==> src/rtl/mac_pkg.sv <==
// mac_pkg: shared types and default widths for the mac_pipe multiply-accumulate engine.
//   mac_mode_e  : per-frame arithmetic mode (unsigned / signed)
//   mac_state_e : frame tracking state (IDLE / IN_FRAME)
//   s1_t, s2_t  : per-beat control payload carried alongside the data pipeline
package mac_pkg;

    localparam int unsigned MAC_DATA_W_DEF = 16;
    localparam int unsigned MAC_ACC_W_DEF  = 40;
    localparam int unsigned MAC_CNT_W_DEF  = 8;

    typedef enum logic {
        MAC_UNSIGNED = 1'b0,
        MAC_SIGNED   = 1'b1
    } mac_mode_e;

    typedef enum logic {
        IDLE     = 1'b0,
        IN_FRAME = 1'b1
    } mac_state_e;

    // Control for a beat held in stage 1 (operands are kept in separate registers).
    typedef struct packed {
        logic      vld;
        logic      first;
        logic      last;
        mac_mode_e mode;
    } s1_t;

    // Control for a beat held in stage 2 / the accumulate-stage input register.
    typedef struct packed {
        logic      vld;
        logic      first;
        logic      last;
        mac_mode_e mode;
    } s2_t;

endpackage

==> src/rtl/mac_pipe_if.sv <==
// mac_pipe_if: operand-beat input channel and result output channel of mac_pipe.
//   master : the operand source / result sink (testbench or upstream datapath)
//   slave  : the mac_pipe engine
//   in_valid/in_ready, in_first/in_last, in_signed, a, b, acc_in : operand beats
//   out_valid/out_ready, acc_out, out_count, overflow            : frame results
interface mac_pipe_if
    import mac_pkg::*;
#(
    parameter int unsigned DATA_W = MAC_DATA_W_DEF,
    parameter int unsigned ACC_W  = MAC_ACC_W_DEF,
    parameter int unsigned CNT_W  = MAC_CNT_W_DEF
) ();

    logic              in_valid;
    logic              in_ready;
    logic              in_first;
    logic              in_last;
    logic              in_signed;
    logic [DATA_W-1:0] a;
    logic [DATA_W-1:0] b;
    logic [ACC_W-1:0]  acc_in;
    logic              out_valid;
    logic              out_ready;
    logic [ACC_W-1:0]  acc_out;
    logic [CNT_W-1:0]  out_count;
    logic              overflow;

    modport master (
        output in_valid, in_first, in_last, in_signed, a, b, acc_in, out_ready,
        input  in_ready, out_valid, acc_out, out_count, overflow
    );

    modport slave (
        input  in_valid, in_first, in_last, in_signed, a, b, acc_in, out_ready,
        output in_ready, out_valid, acc_out, out_count, overflow
    );

endinterface

==> src/rtl/mac_acc_sat.sv <==
// mac_acc_sat: combinational accumulate step with overflow detection.
//   base_i   : running accumulator (or frame seed on a first beat)
//   addend_i : extended product
//   mode_i   : frame mode; selects signed or unsigned overflow rule
//   sum_c_o  : base + addend (clamped on overflow when MAC_SAT_EN is defined, else wrapped)
//   ovf_c_o  : this addition left the representable range
// Build option: MAC_SAT_EN (defined -> saturate, undefined -> wrap modulo 2^ACC_W).
module mac_acc_sat
    import mac_pkg::*;
#(
    parameter int unsigned ACC_W = MAC_ACC_W_DEF
) (
    input  logic [ACC_W-1:0] base_i,
    input  logic [ACC_W-1:0] addend_i,
    input  mac_mode_e        mode_i,
    output logic [ACC_W-1:0] sum_c_o,
    output logic             ovf_c_o
);

    logic [ACC_W:0] raw;
    logic           msb_cin;

    always_comb begin
        raw     = {1'b0, base_i} + {1'b0, addend_i};
        // Carry into the MSB recovered from the MSB sum bit.
        msb_cin = base_i[ACC_W-1] ^ addend_i[ACC_W-1] ^ raw[ACC_W-1];
        ovf_c_o = (mode_i == MAC_SIGNED) ? (msb_cin ^ raw[ACC_W]) : raw[ACC_W];
        sum_c_o = raw[ACC_W-1:0];
`ifdef MAC_SAT_EN
        if (ovf_c_o) begin
            if (mode_i == MAC_SIGNED) begin
                // Signed overflow needs equal operand signs; the base sign gives the direction.
                sum_c_o = base_i[ACC_W-1] ? {1'b1, {(ACC_W-1){1'b0}}}
                                          : {1'b0, {(ACC_W-1){1'b1}}};
            end else begin
                sum_c_o = '1;
            end
        end
`endif
    end

endmodule

==> src/rtl/mac_pipe.sv <==
// mac_pipe: pipelined multiply-accumulate engine, one dot product per framed burst.
//   clk, rst          : clock, synchronous active-low reset
//   scan_en, scanin   : DFT scan hooks, no functional effect
//   scanout           : DFT scan output, tied low until scan insertion
//   bus (slave)       : operand beats in, frame results out (see mac_pipe_if)
// Pipeline: S1 operands -> S2 product -> S3 extended addend -> accumulate -> output register.
// Build option: MAC_SAT_EN selects saturating accumulation (see mac_acc_sat).
module mac_pipe
    import mac_pkg::*;
#(
    parameter int unsigned DATA_W = MAC_DATA_W_DEF,
    parameter int unsigned ACC_W  = MAC_ACC_W_DEF,
    parameter int unsigned CNT_W  = MAC_CNT_W_DEF
) (
    input  logic      clk,
    input  logic      rst,
    input  logic      scan_en,
    input  logic      scanin,
    output logic      scanout,
    mac_pipe_if.slave bus
);

    localparam int unsigned PROD_W = 2 * DATA_W;

    if (ACC_W < 2 * DATA_W) begin : g_acc_w_check
        $error("mac_pipe: ACC_W must be at least 2*DATA_W");
    end

    logic unused_scan;
    assign unused_scan = scan_en ^ scanin;
    assign scanout     = 1'b0;

    // Global advance: the whole pipeline freezes while a result waits for out_ready.
    logic out_valid_q;
    logic adv;
    logic accept;

    assign adv          = !(out_valid_q && !bus.out_ready);
    assign accept       = bus.in_valid && adv;
    assign bus.in_ready = adv;

    // Frame tracking and mode capture at the input.
    mac_state_e state_q;
    mac_mode_e  mode_q;
    logic       beat_first;
    mac_mode_e  beat_mode;

    always_comb begin
        beat_first = bus.in_first || (state_q == IDLE);
        beat_mode  = mode_q;
        if (beat_first) begin
            beat_mode = bus.in_signed ? MAC_SIGNED : MAC_UNSIGNED;
        end
    end

    always_ff @(posedge clk) begin
        if (!rst) begin
            state_q <= IDLE;
            mode_q  <= MAC_UNSIGNED;
        end else if (accept) begin
            state_q <= bus.in_last ? IDLE : IN_FRAME;
            mode_q  <= beat_mode;
        end
    end

    // S1: operands, seed and beat control.
    s1_t               s1_d;
    s1_t               s1_q;
    logic [DATA_W-1:0] a1_q;
    logic [DATA_W-1:0] b1_q;
    logic [ACC_W-1:0]  seed1_q;

    always_comb begin
        s1_d       = '0;
        s1_d.vld   = bus.in_valid;
        s1_d.first = beat_first;
        s1_d.last  = bus.in_last;
        s1_d.mode  = beat_mode;
    end

    always_ff @(posedge clk) begin
        if (!rst) begin
            s1_q    <= '0;
            a1_q    <= '0;
            b1_q    <= '0;
            seed1_q <= '0;
        end else if (adv) begin
            s1_q    <= s1_d;
            a1_q    <= bus.a;
            b1_q    <= bus.b;
            seed1_q <= bus.acc_in;
        end
    end

    // S2: product. Operands are widened per mode, so the low PROD_W bits of an
    // unsigned multiply are the correct signed or unsigned product.
    logic [PROD_W-1:0] a_ext;
    logic [PROD_W-1:0] b_ext;
    logic [PROD_W-1:0] prod_d;
    logic [PROD_W-1:0] prod_q;
    s2_t               s2_d;
    s2_t               s2_q;
    logic [ACC_W-1:0]  seed2_q;

    always_comb begin
        a_ext = {{DATA_W{1'b0}}, a1_q};
        b_ext = {{DATA_W{1'b0}}, b1_q};
        if (s1_q.mode == MAC_SIGNED) begin
            a_ext = {{DATA_W{a1_q[DATA_W-1]}}, a1_q};
            b_ext = {{DATA_W{b1_q[DATA_W-1]}}, b1_q};
        end
        prod_d     = a_ext * b_ext;
        s2_d       = '0;
        s2_d.vld   = s1_q.vld;
        s2_d.first = s1_q.first;
        s2_d.last  = s1_q.last;
        s2_d.mode  = s1_q.mode;
    end

    always_ff @(posedge clk) begin
        if (!rst) begin
            s2_q    <= '0;
            prod_q  <= '0;
            seed2_q <= '0;
        end else if (adv) begin
            s2_q    <= s2_d;
            prod_q  <= prod_d;
            seed2_q <= seed1_q;
        end
    end

    // S3 input: product extended to ACC_W per mode.
    logic [ACC_W-1:0] ext_d;
    logic [ACC_W-1:0] ext_q;
    logic [ACC_W-1:0] seed3_q;
    s2_t              s3_q;

    always_comb begin
        ext_d = ACC_W'(prod_q);
        if (s2_q.mode == MAC_SIGNED) begin
            ext_d = ACC_W'($signed(prod_q));
        end
    end

    always_ff @(posedge clk) begin
        if (!rst) begin
            s3_q    <= '0;
            ext_q   <= '0;
            seed3_q <= '0;
        end else if (adv) begin
            s3_q    <= s2_q;
            ext_q   <= ext_d;
            seed3_q <= seed2_q;
        end
    end

    // S3: accumulate. A first beat reseeds, which also discards an aborted frame's partial sum.
    logic [ACC_W-1:0] acc_q;
    logic [ACC_W-1:0] acc_base;
    logic [ACC_W-1:0] acc_next;
    logic [CNT_W-1:0] cnt_q;
    logic [CNT_W-1:0] cnt_next;
    logic             ovf_q;
    logic             ovf_next;
    logic             add_ovf;

    always_comb begin
        acc_base = s3_q.first ? seed3_q : acc_q;
        cnt_next = CNT_W'(1);
        if (!s3_q.first) begin
            cnt_next = (cnt_q == '1) ? cnt_q : cnt_q + CNT_W'(1);
        end
        ovf_next = add_ovf || (!s3_q.first && ovf_q);
    end

    mac_acc_sat #(
        .ACC_W (ACC_W)
    ) u_acc_sat (
        .base_i   (acc_base),
        .addend_i (ext_q),
        .mode_i   (s3_q.mode),
        .sum_c_o  (acc_next),
        .ovf_c_o  (add_ovf)
    );

    always_ff @(posedge clk) begin
        if (!rst) begin
            acc_q <= '0;
            cnt_q <= '0;
            ovf_q <= 1'b0;
        end else if (adv && s3_q.vld) begin
            acc_q <= acc_next;
            cnt_q <= cnt_next;
            ovf_q <= ovf_next;
        end
    end

    // Output register: loads on a frame's last beat; may reload in the handshake cycle.
    logic [ACC_W-1:0] acc_out_q;
    logic [CNT_W-1:0] cnt_out_q;
    logic             ovf_out_q;

    always_ff @(posedge clk) begin
        if (!rst) begin
            out_valid_q <= 1'b0;
            acc_out_q   <= '0;
            cnt_out_q   <= '0;
            ovf_out_q   <= 1'b0;
        end else if (adv && s3_q.vld && s3_q.last) begin
            out_valid_q <= 1'b1;
            acc_out_q   <= acc_next;
            cnt_out_q   <= cnt_next;
            ovf_out_q   <= ovf_next;
        end else if (bus.out_ready) begin
            out_valid_q <= 1'b0;
        end
    end

    assign bus.out_valid = out_valid_q;
    assign bus.acc_out   = acc_out_q;
    assign bus.out_count = cnt_out_q;
    assign bus.overflow  = ovf_out_q;

endmodule

==> src/flat_wrapper.sv <==
// flat-port wrapper written by rule: the top's interface ports become plain ports
module mac_pipe_flat import mac_pkg::*;
#(
    parameter int unsigned DATA_W = MAC_DATA_W_DEF,
    parameter int unsigned ACC_W  = MAC_ACC_W_DEF,
    parameter int unsigned CNT_W  = MAC_CNT_W_DEF
)
  (clk, rst, scan_en, scanin, scanout, bus_in_valid, bus_in_first, bus_in_last, bus_in_signed, bus_a, bus_b, bus_acc_in, bus_out_ready, bus_in_ready, bus_out_valid, bus_acc_out, bus_out_count, bus_overflow);
  mac_pipe_if #(.DATA_W(DATA_W), .ACC_W(ACC_W), .CNT_W(CNT_W)) bus_i ();
  input  logic clk;
  input  logic rst;
  input  logic scan_en;
  input  logic scanin;
  output logic scanout;
  input wire logic [$bits(bus_i.in_valid)-1:0] bus_in_valid;
  input wire logic [$bits(bus_i.in_first)-1:0] bus_in_first;
  input wire logic [$bits(bus_i.in_last)-1:0] bus_in_last;
  input wire logic [$bits(bus_i.in_signed)-1:0] bus_in_signed;
  input wire logic [$bits(bus_i.a)-1:0] bus_a;
  input wire logic [$bits(bus_i.b)-1:0] bus_b;
  input wire logic [$bits(bus_i.acc_in)-1:0] bus_acc_in;
  input wire logic [$bits(bus_i.out_ready)-1:0] bus_out_ready;
  output wire logic [$bits(bus_i.in_ready)-1:0] bus_in_ready;
  output wire logic [$bits(bus_i.out_valid)-1:0] bus_out_valid;
  output wire logic [$bits(bus_i.acc_out)-1:0] bus_acc_out;
  output wire logic [$bits(bus_i.out_count)-1:0] bus_out_count;
  output wire logic [$bits(bus_i.overflow)-1:0] bus_overflow;
  assign bus_i.in_valid = bus_in_valid;
  assign bus_i.in_first = bus_in_first;
  assign bus_i.in_last = bus_in_last;
  assign bus_i.in_signed = bus_in_signed;
  assign bus_i.a = bus_a;
  assign bus_i.b = bus_b;
  assign bus_i.acc_in = bus_acc_in;
  assign bus_i.out_ready = bus_out_ready;
  assign bus_in_ready = bus_i.in_ready;
  assign bus_out_valid = bus_i.out_valid;
  assign bus_acc_out = bus_i.acc_out;
  assign bus_out_count = bus_i.out_count;
  assign bus_overflow = bus_i.overflow;
  mac_pipe #(.DATA_W(DATA_W), .ACC_W(ACC_W), .CNT_W(CNT_W)) u_core (.clk(clk), .rst(rst), .scan_en(scan_en), .scanin(scanin), .scanout(scanout), .bus(bus_i));
endmodule
==> config.mk <==
export PLATFORM = sky130hd
export DESIGN_NAME = mac_pipe_flat
export DESIGN_NICKNAME = d
export VERILOG_FILES = /design/src/rtl/mac_pkg.sv /design/src/rtl/mac_pipe_if.sv /design/src/rtl/mac_acc_sat.sv /design/src/rtl/mac_pipe.sv /design/src/flat_wrapper.sv
export SDC_FILE = /design/constraint.sdc
export NUM_CORES = 2
export LEC_CHECK = 0
export CORE_MARGIN = 2
export CORE_UTILIZATION = 30
export DETAILED_ROUTE_END_ITERATION = 8
export HOLD_SLACK_MARGIN = 0.05
export PLACE_DENSITY_LB_ADDON = 0.25
export SYNTH_ARGS = -nofsm -noshare
export SYNTH_HDL_FRONTEND = slang
export SYNTH_HIERARCHICAL = 1
export SYNTH_SLANG_ARGS = --single-unit
export TNS_END_PERCENT = 5
==> constraint.sdc <==
create_clock -name clk -period 19.75 [get_ports clk]
set_input_delay 1.975 -clock clk [delete_from_list [all_inputs] [get_ports clk]]
set_output_delay 1.975 -clock clk [all_outputs]
set_load 0.02 [all_outputs]
# --- Word-level counts from Yosys, hierarchy flattened ---
# Cells that the tools add are included.
op_classes:
  n_lt_le_gt_ge: 0
  bitwise: 4
  mux: 12
  eq_ne: 1
  shifts: 0
  n_addsub: 2
  div: 0
  multipliers: 1
  n_reduce_logical: 11
ops:
  columns: ["operator", "count"]
  rows:
  - ["40-bit two-way mux", 2]
  - ["32-bit two-way mux", 2]
  - ["40-bit by 40-bit adder with 41-bit output", 1]
  - ["32-bit by 32-bit multiplier with 32-bit output", 1]
  - ["8-bit two-way mux", 2]
  - ["8-bit by 1-bit adder with 8-bit output (second input constant)", 1]
  - ["8-bit equality test (second input constant)", 1]
  - ["1-bit two-way mux", 6]
  - ["1-bit logical AND", 5]
  - ["1-bit zero test", 3]
  - ["1-bit XOR", 3]
  - ["1-bit logical OR", 2]
  - ["2-bit nonzero test", 1]
  - ["1-bit NOT", 1]
totals:
  rom_bits: 0
  latchBits: 0
  wordCells: 59
  memories: 0
  output_inout_bits: 52
  reg_bits: 337
  mem_bits_rw: 0
  input_bits: 81

# --- Logic depth before layout (Yosys ltp) ---
depth:
  depth_word: 6
  ltp_mapped: 28
  mapped_depth_nobuf: 27

# --- Cells and area by module ---
# Netlist, hierarchy kept.
modules_own_cells:
  columns: ["module", "cells_each", "instances", "area_each_um2", "seq_area_each_um2"]
  rows:
  - ["mac_pipe", 2821, 1, 24523.5, 6606.3]
  - ["mac_acc_sat", 327, 1, 2328.5, 0.0]

# --- Least setup slack after synthesis ---
# No wires, ideal clock.
synth_timing:
  kind: "register to register"
  start: "reg u_core/s1_q[0] in the netlist's numbering"
  end: "reg u_core.prod_q[31]"
  period_less_slack_ps: 7158
  arrival_ps: 7037
  required_ps: 19629
  setup_slack_ps: 12592
  n_path_buf: 2
  path_stages_with_launch: 25
  setup_time_ps: 121
  path_cell_list: "dfxtp_1 clkbuf_1 and2_1 clkbuf_1 nand2_1 fa_1 fa_1 fa_1 inv_1 fa_1 fa_1 fa_1 fa_1 inv_1 fa_1 inv_1 ha_1 inv_1 o21bai_1 a21o_1 a221o_1 a31oi_1 a22oi_1 xnor2_1 o21ai_0"
synth_between:
  elab_chain_len: 2
  word_cells_on_any_way: 3
  cone_classes: "1 x mul; 2 x mux"
synth_rtl:
  columns: ["element", "line_no", "source"]
  rows:
  - ["from (decl)", "mac_pipe.sv:68", "s1_t s1_q;"]
  - ["from (signal assigned)", "mac_pipe.sv:83", "s1_q <= '0;"]
  - ["from (signal assigned)", "mac_pipe.sv:88", "s1_q <= s1_d;"]
  - ["32-bit two-way mux", "mac_pipe.sv:108", "if (s1_q.mode == MAC_SIGNED) begin"]
  - ["32-bit by 32-bit multiplier with 32-bit output *", "mac_pipe.sv:112", "prod_d = a_ext * b_ext;"]
  - ["to (signal assigned)", "mac_pipe.sv:127", "prod_q <= prod_d;"]
  - ["to (decl)", "mac_pipe.sv:100", "logic [PROD_W-1:0] prod_q;"]
# Mark *: on every way between the ends. The rest lies on a longest branch, timed or not.
# A chain may end at the register's enable or synchronous reset.

# --- Worst setup path after layout ---
# Ends and elaborated chain as after synthesis.

==> flow_summary.ini <==
[global_route]
met1_resource_use_gr_pct = 20.7
gr-usage-met3_pct = 1.68
antenna_found_initial = 0
grt_start_max_net_pins = 164
globalRoute.totalOverflow = 0
grt_use_met2_pct = 26.5
grt_pass1_wl_um = 114000
busiest_layer = met2
first_global_vias = 20600
gr-usage-all-layers_pct = 15.6

[finish]
layout.cells.most_common_list = 754 x sky130_fd_sc_hd__nand2_1, 380 x sky130_fd_sc_hd__a21oi_1, 343 x sky130_fd_sc_hd__fa_1, 339 x sky130_fd_sc_hd__inv_1, 329 x sky130_fd_sc_hd__dfxtp_1
area_used_by_multi_input_combinational_logic_um2 = 18300
most_common_cell_after_layout_fill_and_taps_aside = sky130_fd_sc_hd__nand2_1
postLayoutCoreUtil_pct = 34.4
areaGrowthSynthToFinish_pct = 13.3
stdcell_count = 4358
net_total_in_the_final_layout = 3758
ff_latch_area_um2 = 6610
drive_above_1_share_pct = 4.92
antenna_cells = 0
fillerInstances = 9344

[cts]
post-cts-setup-buffer-count = 0
cts.sink_count = 330
clock_path_buffers = 3
worst_setup_hold_path_clk_slew_ns = 0.06
clock_tree_from_tritoncts = yes
root_buffer = sky130_fd_sc_hd__clkbuf_16
max_h_tree_level = 2
cts-resized-gates = 0
tritoncts.num_buffers = 41
clock_latency_ns = 0.59
post_cts_hold_buffer_count = 0

[die]
io_pins = 133
floorplan.initialDensity_pct = 30.3
dieArea_um2 = 91900
die-height_um = 303
placeableCoreArea_um2 = 88500
die_width_um = 303
floorplan.rows = 109

[worst_setup_path]
rr_worst_depth = 23
critPathTopFamily = adder cells
regToRegSetupSlack_ns = 11.70
cp_max_fo = 22
crit_buf_inv = 5
critical_path_class = reg2reg
slowest_delay_ns = 0.77
worst_path_most_repeated_cell = sky130_fd_sc_hd__fa_1
cp.required_ns = 20.22
cp_slowest_cell = sky130_fd_sc_hd__fa_1
path_cells = buf_4 > and2_1 > nand2_1 > fa_1 > fa_1 > fa_1 > inv_1 > fa_1 > fa_1 > fa_1 > fa_1 > inv_1 > fa_1 > inv_1 > ha_1 > inv_1 > o21bai_1 > a21o_1 > a221o_1 > a31oi_1 > a22oi_1 > xnor2_1 > o21ai_0
rr_startpoint = u_core/s1_q[0]
worst-endpoint-arrival_ns = 8.52
critical_path.startpoint_type = flip-flop
worstSetupEndpointType = flip-flop
rr_endpoint = u_core/prod_q[31]

[synthesis]
synth_top_flop_cell = sky130_fd_sc_hd__dfxtp_1
ys_seq_area_share_pct = 24.6
synthTopCellsByArea = sky130_fd_sc_hd__fa_1 26%, sky130_fd_sc_hd__dfxtp_1 25%, sky130_fd_sc_hd__nand2_1 11%, sky130_fd_sc_hd__ha_1 7.6%, sky130_fd_sc_hd__a21oi_1 7.1%
synth-seq-cells = 330
synthDominantAreaCellType = sky130_fd_sc_hd__fa_1
yosysTopAreaCellShare_pct = 25.6
yosysWarnings = 6
postSynthCellCount = 3148
synthesis.area_per_instance_um2 = 8.53
asyncSetResetFlopFracSynth_pct = 0
post_synth_instance_area_um2 = 26900
netlist-cell-type-count = 70
synth.net_count = 3735
number_of_enable_flip_flop_cells_after_synthesis = 0

[power]
sequential_share_of_power_pct = 36.5
net-switching-power_uw = 690
power_frac_clock_pct = 35.2
swShare_pct = 33.3
cellInternalPower_mw = 1.38
p_leak_nw = 13.3
power-per-cell-area_nw_per_um2 = 68.1
peakVddDrop_mv = 0.0541
pwr-share-comb_pct = 28.2

[hold_path]
hold_path_startpoint = u_core/seed1_q[16]
min_to = u_core/seed2_q[16]
min-delay-path-class = reg2reg
min_delay_path_depth = 2

[timing]
final_min_period_over_clock_period_pct = 40.8
unrepaired_setup_endpoints_after_global_routing = no
fmax_mhz = 124
setup_viol_count_final = 0
max_slew_vio_count = 0
setup-tns-final_ns = 0
final_period_minus_worst_setup_slack_ns = 8.05
worst_slew_margin_rel_pct = 31.4
clock-skew-final_ns = 0.0337
final_hold_viol_count = 0
actual_slew_at_the_worst_max_slew_pin_ns = 1.03
setup_slack_ns = 11.70

[routing]
routed-via-count = 20600
viasPerCell = 4.74
wire_per_inst_um = 16.3
drtIter0Drc = 1169
drt_pre_antenna_iters = 7
totalWireLength_um = 71000
detail_route.drc_violations = 0
antenna_left = 0

[placement]
dp.final_hpwl_um = 53100
post-place-ws_ns = 11.71
routabilityCongestion = 0.880
port_buffers = 129
post-place-cells = 4293

[job]
cap_viol_max_count = 0

[outcome]
status = completed
state kept, by name, indices dropped and copies added, names as in the netlist, 4 cells and up:
signal	cells
u_core/s2_q	4
u_core/s1_q	4
u_core/prod_q	32
u_core/seed2_q	40
u_core/seed1_q	40
u_core/b1_q	16
u_core/a1_q	16
u_core/acc_q	40
u_core/bus.acc_out	40
u_core/bus.out_count	8
u_core/s3_q	4
u_core/cnt_q	8
u_core/seed3_q	40
u_core/ext_q	33
power groups by stage:
stage / Clock [mW] / Combinational [mW] / Sequential, mW
floorplan: 0 / 0.437 / 0.747
finish: 0.730 / 0.586 / 0.757
CTS: 0.759 / 0.598 / 0.758
global route: 0.782 / 0.669 / 0.764
global placement: 0 / 0.591 / 0.772
detailed placement: 0 / 0.593 / 0.773
final cells by class:
cell class / count / area share [%]
inverter: 341 / 4.26
clock buffer: 51 / 3.63
sequential: 330 / 21.7
tap: 1165 / 4.79
clock inverter: 14 / 0.522
timing repair buffer: 158 / 4.96
multi-input combinational: 2299 / 60.1
kinds of logic (layout without fill, tap and decap cells):
group / after synthesis / after routing / share of synthesized area (%)
xor+xnor: 95 / 95 / 3.10
compound gates: 560 / 560 / 12.1
fa+ha+maj: 506 / 506 / 33.2
mux: 45 / 45 / 1.86
flops: 330 / 330 / 24.6
simple gates: 1092 / 1092 / 17.8
other cells: 1 / 1 / 0.0140
buf+inv: 519 / 564 / 7.30
worst max-delay path by stage:
stage | from | to | slack [ns] | cells after the start
floorplan | u_core/s1_q[0] | u_core/prod_q[31] | 12.59 | 24
global placement | u_core/s1_q[0] | u_core/prod_q[31] | 11.74 | 23
detailed placement | u_core/s1_q[0] | u_core/prod_q[31] | 11.71 | 23
CTS | u_core/s1_q[0] | u_core/prod_q[31] | 11.66 | 23
global route | u_core/s1_q[0] | u_core/prod_q[31] | 11.24 | 23
finish | u_core/s1_q[0] | u_core/prod_q[31] | 11.70 | 23
per-stage QoR:
stage / cell area [um^2] / hold slack (ns) / power, mW
finish: 30400 / 0.425 / 2.07
global route: 30400 / 0.436 / 2.21
CTS: 30400 / 0.414 / 2.12
detailed placement: 29200 / 0.442 / 1.37
global placement: 29200 / 0.439 / 1.36
floorplan: 26900 / 0.428 / 1.18
Yosys cell counts, types with 3 or more instances:
master	n
sky130_fd_sc_hd__nand2_1	754
sky130_fd_sc_hd__a21oi_1	380
sky130_fd_sc_hd__fa_1	343
sky130_fd_sc_hd__inv_1	339
sky130_fd_sc_hd__dfxtp_1	330
sky130_fd_sc_hd__and2_1	172
sky130_fd_sc_hd__clkbuf_1	167
sky130_fd_sc_hd__ha_1	163
sky130_fd_sc_hd__xnor2_1	70
sky130_fd_sc_hd__nor2_1	60
sky130_fd_sc_hd__mux2_2	40
sky130_fd_sc_hd__a21o_1	39
sky130_fd_sc_hd__and3_1	30
sky130_fd_sc_hd__o21ai_0	28
sky130_fd_sc_hd__xor2_1	25
sky130_fd_sc_hd__nand3_1	24
sky130_fd_sc_hd__a211oi_1	19
sky130_fd_sc_hd__nand4_1	12
sky130_fd_sc_hd__a31oi_1	11
sky130_fd_sc_hd__o211ai_1	11
sky130_fd_sc_hd__o21a_1	10
sky130_fd_sc_hd__o21bai_1	10
sky130_fd_sc_hd__or3_1	9
sky130_fd_sc_hd__o21ai_1	8
sky130_fd_sc_hd__nor3_1	7
sky130_fd_sc_hd__nor2b_1	6
sky130_fd_sc_hd__a21oi_2	5
sky130_fd_sc_hd__buf_2	5
sky130_fd_sc_hd__mux2i_1	5
sky130_fd_sc_hd__nand2b_1	5
sky130_fd_sc_hd__buf_1	4
sky130_fd_sc_hd__or4_1	4
sky130_fd_sc_hd__o211a_1	3
sky130_fd_sc_hd__o211ai_2	3
sky130_fd_sc_hd__o21ai_2	3
per-layer routing:
metal	part of all wire, %	wire length (um)
met5	0	0
met4	2.7	1950
met3	3.6	2560
met2	48	34400
met1	45	32100
tightest hold or removal path: cells and delay by family (launching register included):
kind             cells  cell delay [ns]
AO/OA/AOI/OAI        1             0.05
flip-flops           1             0.31
AND/OR/NAND/NOR      1             0.05
Power figures use the tool's default switching activity.
